## config.mk

```make
export PLATFORM = sky130hd
export DESIGN_NAME = usb_tx_encoder
export DESIGN_NICKNAME = d
export VERILOG_FILES = /design/src/rtl/usb_tx_encoder.sv
export SDC_FILE = /design/constraint.sdc
export NUM_CORES = 1
export LEC_CHECK = 0
export CORE_MARGIN = 1
export CORE_UTILIZATION = 51
export CTS_CLUSTER_SIZE = 10
export DETAILED_ROUTE_END_ITERATION = 8
export PLACE_DENSITY = 0.86
export SLEW_MARGIN = 20
export SYNTH_ARGS = -nofsm -noshare
export SYNTH_HDL_FRONTEND = slang
export SYNTH_SLANG_ARGS = --single-unit
```

## constraint.sdc

```tcl
create_clock -name clk -period 2.1 [get_ports clk]
set_clock_uncertainty 0.2 [all_clocks]
set_input_delay 0.42 -clock clk [delete_from_list [all_inputs] [get_ports clk]]
set_output_delay 0.42 -clock clk [all_outputs]
set_load 0.01 [all_outputs]
```

## src/rtl/usb_tx_encoder.sv

```systemverilog
// USB low-level transmit encoder: NRZI line coding, optional bit stuffing, EOP generation.
// Bit stuffing is built only when USB_TX_BITSTUFF_EN is defined.
module usb_tx_encoder #(
    parameter int CLKS_PER_BIT = 8
) (
    input  logic clk,
    input  logic n_rst,
    input  logic tx_start,
    input  logic serial_in,
    input  logic last_byte,
    output logic shift_enable,
    output logic byte_req,
    output logic dplus_out,
    output logic dminus_out,
    output logic tx_busy,
    output logic tx_done
);
    localparam int TW = $clog2(CLKS_PER_BIT);
    localparam logic [TW-1:0] T_LAST = TW'(CLKS_PER_BIT - 1);

`ifdef USB_TX_BITSTUFF_EN
    typedef enum logic [2:0] {IDLE, SEND, STUFF, EOP_SE0, EOP_J} state_t;
`else
    typedef enum logic [2:0] {IDLE, SEND, EOP_SE0, EOP_J} state_t;
`endif

    state_t        r_state, w_state;
    logic [TW-1:0] r_timer, w_timer;
    logic [2:0]    r_bitcnt, w_bitcnt;
    logic          r_level, w_level;
    logic          r_dp, r_dm, w_dp, w_dm;
    logic          w_end;
`ifdef USB_TX_BITSTUFF_EN
    logic [2:0]    r_ones, w_ones, w_ones_inc;
    logic          r_eop_pend, w_eop_pend;
`endif

    always_ff @(posedge clk or negedge n_rst) begin
        if (!n_rst) begin
            r_state  <= IDLE;
            r_timer  <= '0;
            r_bitcnt <= '0;
            r_level  <= 1'b1;
            r_dp     <= 1'b1;
            r_dm     <= 1'b0;
`ifdef USB_TX_BITSTUFF_EN
            r_ones     <= '0;
            r_eop_pend <= 1'b0;
`endif
        end else begin
            r_state  <= w_state;
            r_timer  <= w_timer;
            r_bitcnt <= w_bitcnt;
            r_level  <= w_level;
            r_dp     <= w_dp;
            r_dm     <= w_dm;
`ifdef USB_TX_BITSTUFF_EN
            r_ones     <= w_ones;
            r_eop_pend <= w_eop_pend;
`endif
        end
    end

    always_comb begin
        w_state      = r_state;
        w_end        = (r_timer == T_LAST);
        w_timer      = w_end ? '0 : r_timer + 1'b1;
        w_bitcnt     = r_bitcnt;
        w_level      = r_level;
        w_dp         = 1'b1;
        w_dm         = 1'b0;
        shift_enable = 1'b0;
        byte_req     = 1'b0;
        tx_done      = 1'b0;
`ifdef USB_TX_BITSTUFF_EN
        w_ones     = r_ones;
        w_eop_pend = r_eop_pend;
        w_ones_inc = serial_in ? r_ones + 3'd1 : 3'd0;
`endif
        case (r_state)
            IDLE: begin
                w_timer = '0;
                if (tx_start) begin
                    w_state  = SEND;
                    w_bitcnt = '0;
                    w_level  = 1'b1;
`ifdef USB_TX_BITSTUFF_EN
                    w_ones     = '0;
                    w_eop_pend = 1'b0;
`endif
                end
            end
            SEND: begin
                // The new line level is chosen in the first clock of the period;
                // the output register makes it visible one clock later.
                if (r_timer == '0) w_level = serial_in ? r_level : ~r_level;
                w_dp = w_level;
                w_dm = ~w_level;
                if (w_end) begin
                    if (r_bitcnt != 3'd7) begin
                        shift_enable = 1'b1;
                        w_bitcnt     = r_bitcnt + 3'd1;
                    end else begin
                        w_bitcnt = '0;
                        byte_req = ~last_byte;
                    end
`ifdef USB_TX_BITSTUFF_EN
                    w_ones = w_ones_inc;
                    if (r_bitcnt == 3'd7) w_eop_pend = last_byte;
                    if (w_ones_inc == 3'd6) begin
                        w_state = STUFF;
                        w_ones  = '0;
                    end else if (r_bitcnt == 3'd7 && last_byte) begin
                        w_state = EOP_SE0;
                    end
`else
                    if (r_bitcnt == 3'd7 && last_byte) w_state = EOP_SE0;
`endif
                end
            end
`ifdef USB_TX_BITSTUFF_EN
            STUFF: begin
                if (r_timer == '0) w_level = ~r_level;
                w_dp = w_level;
                w_dm = ~w_level;
                if (w_end) w_state = r_eop_pend ? EOP_SE0 : SEND;
            end
`endif
            EOP_SE0: begin
                // bit counter is reused to time the two SE0 periods
                w_dp = 1'b0;
                w_dm = 1'b0;
                if (w_end) begin
                    if (r_bitcnt == 3'd1) begin
                        w_state  = EOP_J;
                        w_bitcnt = '0;
                    end else begin
                        w_bitcnt = 3'd1;
                    end
                end
            end
            EOP_J: begin
                if (w_end) begin
                    tx_done = 1'b1;
                    w_state = IDLE;
                end
            end
            default: w_state = IDLE;
        endcase
    end

    assign dplus_out  = r_dp;
    assign dminus_out = r_dm;
    assign tx_busy    = (r_state != IDLE);

endmodule

```

==> results of run 1 <==
metrics by stage:
stage	power [mW]	instances	worst slack (ns)
after floorplan	0.327	65	0.0867
after global placement	0.375	95	-0.102
after detailed placement	0.381	95	-0.132
after CTS	0.532	100	0.00268
after global routing	0.573	103	-0.000410
final	0.540	103	0.0421
worst paths after layout:
kind	start	slack, ns	end
worst max register to register	r_state[0]	0.04	r_bitcnt[2]
worst max-delay path	r_state[0]	0.04	r_bitcnt[2]
max in group asynchronous	n_rst	1.08	r_level
worst min-delay path	n_rst	0.27	dminus_out
min in group clk	r_level	0.32	r_level
worst min register to register	r_level	0.32	r_level
where the power goes:
part	leakage (nW)	switching [mW]	internal (mW)
clock network	0.0177	0.0815	0.0708
registers	0.139	0.00850	0.233
logic	0.309	0.0686	0.0775
worst register-to-register path: stages (launching register included):
cell and delay, ns:
sky130_fd_sc_hd__dfrtp_1 0.40, sky130_fd_sc_hd__buf_6 0.13, sky130_fd_sc_hd__ha_2 0.18, sky130_fd_sc_hd__buf_6 0.13, sky130_fd_sc_hd__or3_4 0.37, sky130_fd_sc_hd__a21boi_4 0.21, sky130_fd_sc_hd__mux2_4 0.32
metal layers:
metal  wire length (um)  global-route usage, %
met4                 30                   12.9
met5                  0                      0
met1                610                   24.5
met2                647                   35.8
met3                 52                   3.41
registers in the layout, indices dropped and copies added (netlist names):
signal      cells
r_bitcnt        3
r_timer         3
r_state         2
dminus_out      1
dplus_out       1
r_level         1
cell usage in the layout, fill, tap and decap left out:
master                            n
sky130_fd_sc_hd__mux2_4           2
sky130_fd_sc_hd__and3_1           1
sky130_fd_sc_hd__mux2i_1          3
sky130_fd_sc_hd__a21boi_0         1
sky130_fd_sc_hd__dlygate4sd2_1    1
sky130_fd_sc_hd__or2b_1           1
sky130_fd_sc_hd__clkbuf_2         1
sky130_fd_sc_hd__and2_1           1
sky130_fd_sc_hd__inv_1            7
sky130_fd_sc_hd__mux2_2           1
sky130_fd_sc_hd__inv_2            1
sky130_fd_sc_hd__and2b_2          1
sky130_fd_sc_hd__clkdlybuf4s50_1  6
sky130_fd_sc_hd__dfstp_2          2
sky130_fd_sc_hd__o21ai_0          3
sky130_fd_sc_hd__a21oi_1          1
sky130_fd_sc_hd__ha_4             1
sky130_fd_sc_hd__nor3b_1          3
sky130_fd_sc_hd__nand3_1          2
sky130_fd_sc_hd__buf_4            7
sky130_fd_sc_hd__nor3_1           1
sky130_fd_sc_hd__o2111ai_1        1
sky130_fd_sc_hd__nand2_1          3
sky130_fd_sc_hd__ha_2             4
sky130_fd_sc_hd__a21boi_4         1
sky130_fd_sc_hd__xor2_1           1
sky130_fd_sc_hd__or3_1            1
sky130_fd_sc_hd__or3_4            1
sky130_fd_sc_hd__nor2_1           4
sky130_fd_sc_hd__o21bai_1         1
sky130_fd_sc_hd__clkdlybuf4s15_2  1
sky130_fd_sc_hd__dfrtp_1          9
sky130_fd_sc_hd__clkinv_2         1
sky130_fd_sc_hd__ha_1             7
sky130_fd_sc_hd__buf_2            1
sky130_fd_sc_hd__clkbuf_4         3
sky130_fd_sc_hd__buf_6            2
area by class of cell:
class,count,share of cell area (%)
Clock buffer,3,2.38
Inverter,8,3.18
Clock inverter,1,0.530
Sequential cell,11,29.4
Timing Repair Buffer,19,17.5
Multi-Input combinational cell,46,45.0
Tap cell,15,1.99
cells by family (layout without fill, tap and decap cells):
kind of cell / count (synthesis) / in the layout
AO/OA/AOI/OAI: 8 / 8
XOR/XNOR: 1 / 1
adder cells (fa/ha/maj): 12 / 12
buffers and inverters: 8 / 31
flip-flops: 11 / 11
multiplexers: 6 / 6
AND/OR/NAND/NOR: 19 / 19
what timing repair did:
action                                 in CTS  in global routing
pin swaps                                   0                  2
setup buffers                               1                  3
endpoints found under the hold margin       0                  0
setup endpoints to repair                   4                  5
resized for setup                          14                  5
hold buffers                                0                  0
==> metrics list, run 1 <==
* Outcome: complete, no violations
- Timing-limited maximum frequency: between 400 and 500 MHz
- Number of iterations in the first detailed-routing pass: 4
* Simple-gate portion of the synthesized area: between 15 and 20%
* Most instantiated flip-flop cell in the synthesis netlist: sky130_fd_sc_hd__dfrtp_1
- Cells fill 72.6% of the core in the end.
- Avg Inst Size Synth: around 11 um^2
- TritonCTS built the clock tree.
- Once placement finished, the instance area stood at a little under 900 um^2.
* Most common library cells after synthesis: 12 x sky130_fd_sc_hd__ha_1, 9 x sky130_fd_sc_hd__dfrtp_1, 7 x sky130_fd_sc_hd__inv_1, 4 x sky130_fd_sc_hd__nor2_1
- The biggest area contributor in the post-synthesis netlist is sky130_fd_sc_hd__dfrtp_1.
- sky130_fd_sc_hd__ha_1 is the most common cell in the netlist.
* Static leakage: between 0.4 and 0.5 nW
* Slew at the pin closest to its max-slew limit: between 0.4 and 0.5 ns
- Worst Setup Path Type: flop to flop
* Arr. time, crit path: a little over 2 ns
* Core footprint: approximately 0.0013 mm^2
* Later-pin clock latency in the skew report: 0.28 ns
- For this run, design rule violations remaining after detail routing come to 0.
* Count of pins over their slew limit: 0
- After synthesis, the share of cell area in mux cells is between 10% and 20%.
* Top cell by count, worst path: sky130_fd_sc_hd__buf_6
* Effective utilization at floorplan: a little over half
* Area growth from synthesis to layout: 32.9%
- Async set-reset flop share out of synthesis: between 90% and 100%
* Clock Tree Buf Depth: 2
- Of the total synthesized cell area, the portion taken by full adders, half adders and majority gates is between 20% and 30%.
- Min cycle time layout: between 2 and 2.5 ns
- Traced cell by cell, the critical path runs through buf_6, ha_2, buf_6, or3_4, a21boi_4, mux2_4.
- At the end of routability-driven placement, the weighted congestion stood at between 0.7 and 0.8.
* Number of core rows: 13
- The number of nets handed over by synthesis was just over 80.
* CTS Root Cell: sky130_fd_sc_hd__clkbuf_4
- Initial antenna violation count: 0
* Die boundary height: just under 40 um
* Register area: 278 um^2
- The worst-case IR drop observed on VDD is ~420 uV.
- Warning count from the yosys run: 0
* Total die area: 0.00155 mm^2
* Critical Path Fanout Max: 7
* Starting DRT DRC Count: 9
* Vias after detailed routing: 530
- Fraction of layout cells with a size suffix above 1: roughly 34%
- STA classifies the critical path endpoint as a flop.
- Hold timing on the final database bottoms out at a slack of between 0.2 and 0.3 ns.
- The min-delay analysis places its worst path in the category input port to async pin.
* Final antenna diode count: 0
- Count of final setup violators: 0
- Sum of buffers and inverters on the critical path: 2
- Cell at the slowest stage of the critical path: sky130_fd_sc_hd__dfrtp_1
* Fraction of synthesized cell area in xor and xnor cells: 1.23%
- Period utilization: a little under 100%
- Die outline width: 39.3 um
- CTS built an H-tree with a depth of 1.
- Number of fill cells in the layout: just under 100
- Dividing the detail-routed via count by the number of cells gives between 5 and 6.
- Stages on the worst setup path: 6
- Summed over all layers, the global routing overflow is 0.
- Post-CTS clock slew at the launch and capture registers of the worst setup and hold paths: about 0.08 ns
* Depth of the worst register-to-register path: 6
* Number of distinct library cells after synthesis: 26
* Number of global-route vias before repair: around 500
- Synthesized-area fraction occupied by ao, oa, aoi and oai cells: 8.80%
* Startpoint type of the worst setup path: flop
* Total standard cell area after synthesis: roughly 710 um^2
- In this run, synthesis produced a sequential element count of 11.
* Number of ports placed on the die boundary: 11
* Pin count of the biggest net entering global routing: 12
- Critical Path RT: ~2.1 ns
- The routed design has around 1.3 mm of wire.
- The final hold violation count was 0.
* Post-synthesis instance total: 65
* Number of clock buffers inserted by TritonCTS: 3
- Wirelength per Cell: 13.0 um
- TritonCTS Sinks: 11
* Fraction of post-synthesis cell area in the top cell type by area: approximately a third
- In this run, synthesis inferred 0 flip-flops with an integrated enable.
* Power per standard cell area: 572 mW/mm^2
- Area of the multi-input gates: about 430 um^2
- Main combinational cell family by area after synthesis: adder cells
- The count of nets left with antenna violations once routing finished came out at 0.
- In this run the tightest slew margin relative to its limit is about two thirds.
- Input and output buffers added on the ports amount to 10.
- Sum Neg Setup Slack: 0 ns
- For this run, the slowest stage of the critical path takes approximately 0.4 ns.
* Main area contributors after synthesis: sky130_fd_sc_hd__dfrtp_1 32%, sky130_fd_sc_hd__ha_1 21%, sky130_fd_sc_hd__dfstp_2 7.4%
- Net count of the finished layout: between 100 and 150
- Global-route wire length before repair: approximately 2 mm
- Part of the Yosys area used for sequential elements: around 39%
- Gate family responsible for the most delay along the worst path: flip-flops
- Summed over all nets, the half-perimeter wirelength after detailed placement is roughly 1000 um.
- Layout Cell Area excl Fill: around 940 um^2
* Aggregate global-route resource usage: a little over a fifth
- Across the run, the number of max-cap violations was 0.
No activity file was read; power rests on OpenSTA's default activity.
==> run 2, diff against run 1 <==
MAX_ROUTING_LAYER = met4   (was default)
RECOVER_POWER = 50   (was default)
==> metrics list, run 2 (same netlist as run 1, synthesis figures left out) <==
* Total congestion overflow after global routing: 0
- Combinational cell fraction of total power: between 20% and 30%
- Timing-limited maximum frequency: a little under 500 MHz
* Slew at the pin closest to its max-slew limit: 0.502 ns
* Worst R2R Start: r_state[0]
* Internal reg-to-reg setup slack: approximately 0.042 ns
* Later-pin clock latency in the skew report: 0.28 ns
- The number of cells on the worst reg-to-reg path is 6.
* Critical hold path startpoint: r_level
- The largest registers in the layout are r_bitcnt x3, r_timer x3, r_state x2.
* Period utilization: 98.0%
* CTS Root Cell: sky130_fd_sc_hd__clkbuf_4
- Highest ir drop seen on vdd: ~420 uV
* Pin count of the biggest net entering global routing: 12
* Worst Setup Path Type: flop to flop
- Along the worst path, the maximum fanout reaches 7.
- Critical Path RT: 2.07 ns
- Number of buffers inserted by hold repair at cts: 0
- Worst min-delay path endpoint: r_level
* Worst slew margin relative to its limit: between 60% and 70%
- Using the TritonRoute via totals, the vias-per-cell ratio works out to 5.15.
- Setup violations remaining at the end of the flow were counted as 0.
- Number of core rows: 13
- For this design the ratio of total power to cell area is 571 mW/mm^2.
* Switching part of the total: between 20 and 30%
- Initial antenna violation count: 0
* Leading cell type in the layout, fill and taps excluded: sky130_fd_sc_hd__dfrtp_1
- TritonCTS built the clock tree.
- Post-Route WL: about 1.3 mm
- Power consumption: 539 uW
- Startpoint type of the worst setup path: flop
* Final number of hold-violating endpoints: 0
- Total number of H-tree levels: 1
- The worst path meets setup with 0.0423 ns of slack.
* Die boundary height: about 40 um
- Cell at the slowest stage of the critical path: sky130_fd_sc_hd__dfrtp_1
* GP Congestion: 0.757
* Total half-perimeter wirelength after legalization and detailed placement: slightly below 1 mm
- Sequence of cells on the critical path: buf_6, ha_2, buf_6, or3_4, a21boi_4, mux2_4
- Static leakage: roughly 0.47 nW
* Placed insts: 95
* Wirelength per Cell: ~13 um
* Power dissipated by switching net loads: roughly 160 uW
* Aggregate global-route resource usage: between 20 and 25%
- On the worst path, the slowest cell contributes a delay of about 0.40 ns.
- For this run, design rule violations remaining after detail routing come to 0.
- Counting I/O delays and the setup requirement, the final critical path takes ~2.1 ns.
- For this configuration, the core starts out at a cell density of about 55%.
- Commonest cells after routing, fill and taps aside: 9 x sky130_fd_sc_hd__dfrtp_1, 7 x sky130_fd_sc_hd__inv_1, 7 x sky130_fd_sc_hd__ha_1, 7 x sky130_fd_sc_hd__buf_4, 5 x sky130_fd_sc_hd__clkdlybuf4s50_1
* Count of pins over their slew limit: 0
- Global-route wire length before repair: ~2.1 mm
- Area growth from synthesis to layout: 32.9%
- The tightest min-delay check is of the flop to flop type.
- The number of clock buffers added by TritonCTS is 3.
- The tool flagged a number of max-cap violations equal to 0.
- Post-CTS clock slew at the launch and capture registers of the worst setup and hold paths: approximately 0.08 ns
- Internal power component: 381 uW
* TritonCTS Sinks: 11
- Number of fill cells in the layout: 99
- Total die area: between 0.0015 and 0.002 mm^2
- The core region is about 0.0013 mm^2.
- The number of global-route vias before repair came to ~500.
- In this run the horizontal extent of the chip is around 39 um.
- The net count of the finished layout is about 110.
- The clock network accounts for around 28% of the total power.
- Antenna-violating nets left: 0
- Number of iterations in the first detailed-routing pass: 4
- Arr. time, crit path: 2.02 ns
* Kind of end point of the critical path: flop
* Fraction of layout cells with a size suffix above 1: between 30% and 40%
- Port buffering added 10 buffers.
* Number of ports placed on the die boundary: 11
- End of the worst register-to-register path: r_bitcnt[2]
* Final antenna diode count: 0
* Clock Tree Buf Depth: 2
- The flow ran to the end, and the final reports show no timing, DRC or antenna violations.
- Top cell by count, worst path: sky130_fd_sc_hd__buf_6
* Worst setup slack after placement: -0.132 ns
- The finished layout holds a little over 100 standard cells, fillers aside.
- Worst hold-check slack: between 0.3 and 0.4 ns
- Per report_power, the sequential group accounts for 44.9% of the total.
* Vias after detailed routing: 530
- Number of cells on the worst hold path: 2
- Starting DRT DRC Count: 9
[run 2: cell count changes in the layout (fill, tap and decap cells not counted), sizes merged]
cell           delta
dlygate4sd3       +1
clkdlybuf4s50     -1
[run 2: repair_timing]
item                       in CTS  in global routing
setup endpoints to repair       4                  5
pin swaps                       0                  2
resized for setup              14                  5
setup buffers                   1                  3
[run 2: area by class of cell]
cell class                      count  area (um^2)  share of cell area (%)
Clock buffer                        3         22.5                    2.38
Inverter                            8         30.0                    3.18
Sequential cell                    11          278                    29.4
Multi-Input combinational cell     46          425                    45.0
Timing Repair Buffer               19          165                    17.5
Clock inverter                      1         5.00                   0.530
Tap cell                           15         18.8                    1.99
[run 2: metrics by stage]
step                cell area [um^2]  util, %  setup TNS, ns
floorplan                        711        -              0
global placement                 867     66.6         -0.102
detailed placement               867     66.6         -0.147
CTS                              917     70.5              0
global route                     945     72.6      -0.000413
finish                           945     72.6              0
[run 2: layer usage]
metal | global-route usage [%] | up-vias | wire (um)
li1 | - | 266 | -
met1 | 24.5 | 246 | 612
met2 | 35.8 | 13 | 644
met3 | 3.41 | 5 | 47
met4 | 12.9 | 0 | 33
met5 | - | - | 0
[run 2: worst max path at each step]
stage	slack, ns	start	to	depth (start not counted)
after floorplan	0.09	r_state[0]	r_bitcnt[0]	6
after global placement	-0.10	last_byte	byte_req	3
after detailed placement	-0.13	r_timer[0]	byte_req	5
after CTS	0.003	r_timer[0]	tx_done	4
after global routing	-0.0004	r_timer[0]	byte_req	5
final	0.04	r_state[0]	r_bitcnt[2]	6
[run 2: critical path: cells and delay by family, from the launching register on]
family          cells  cell delay [ns]
compound gates      1             0.21
fa+ha+maj           1             0.18
buf+inv             2             0.26
flops               1             0.40
mux                 1             0.32
simple gates        1             0.37
[run 2: power by group through the flow]
stage               clock, mW  combinational (mW)  sequential, mW
detailed placement          0               0.135           0.247
global route            0.167               0.162           0.244
global placement            0               0.130           0.246
finish                  0.152               0.146           0.242
CTS                     0.150               0.141           0.241
floorplan                   0              0.0785           0.249
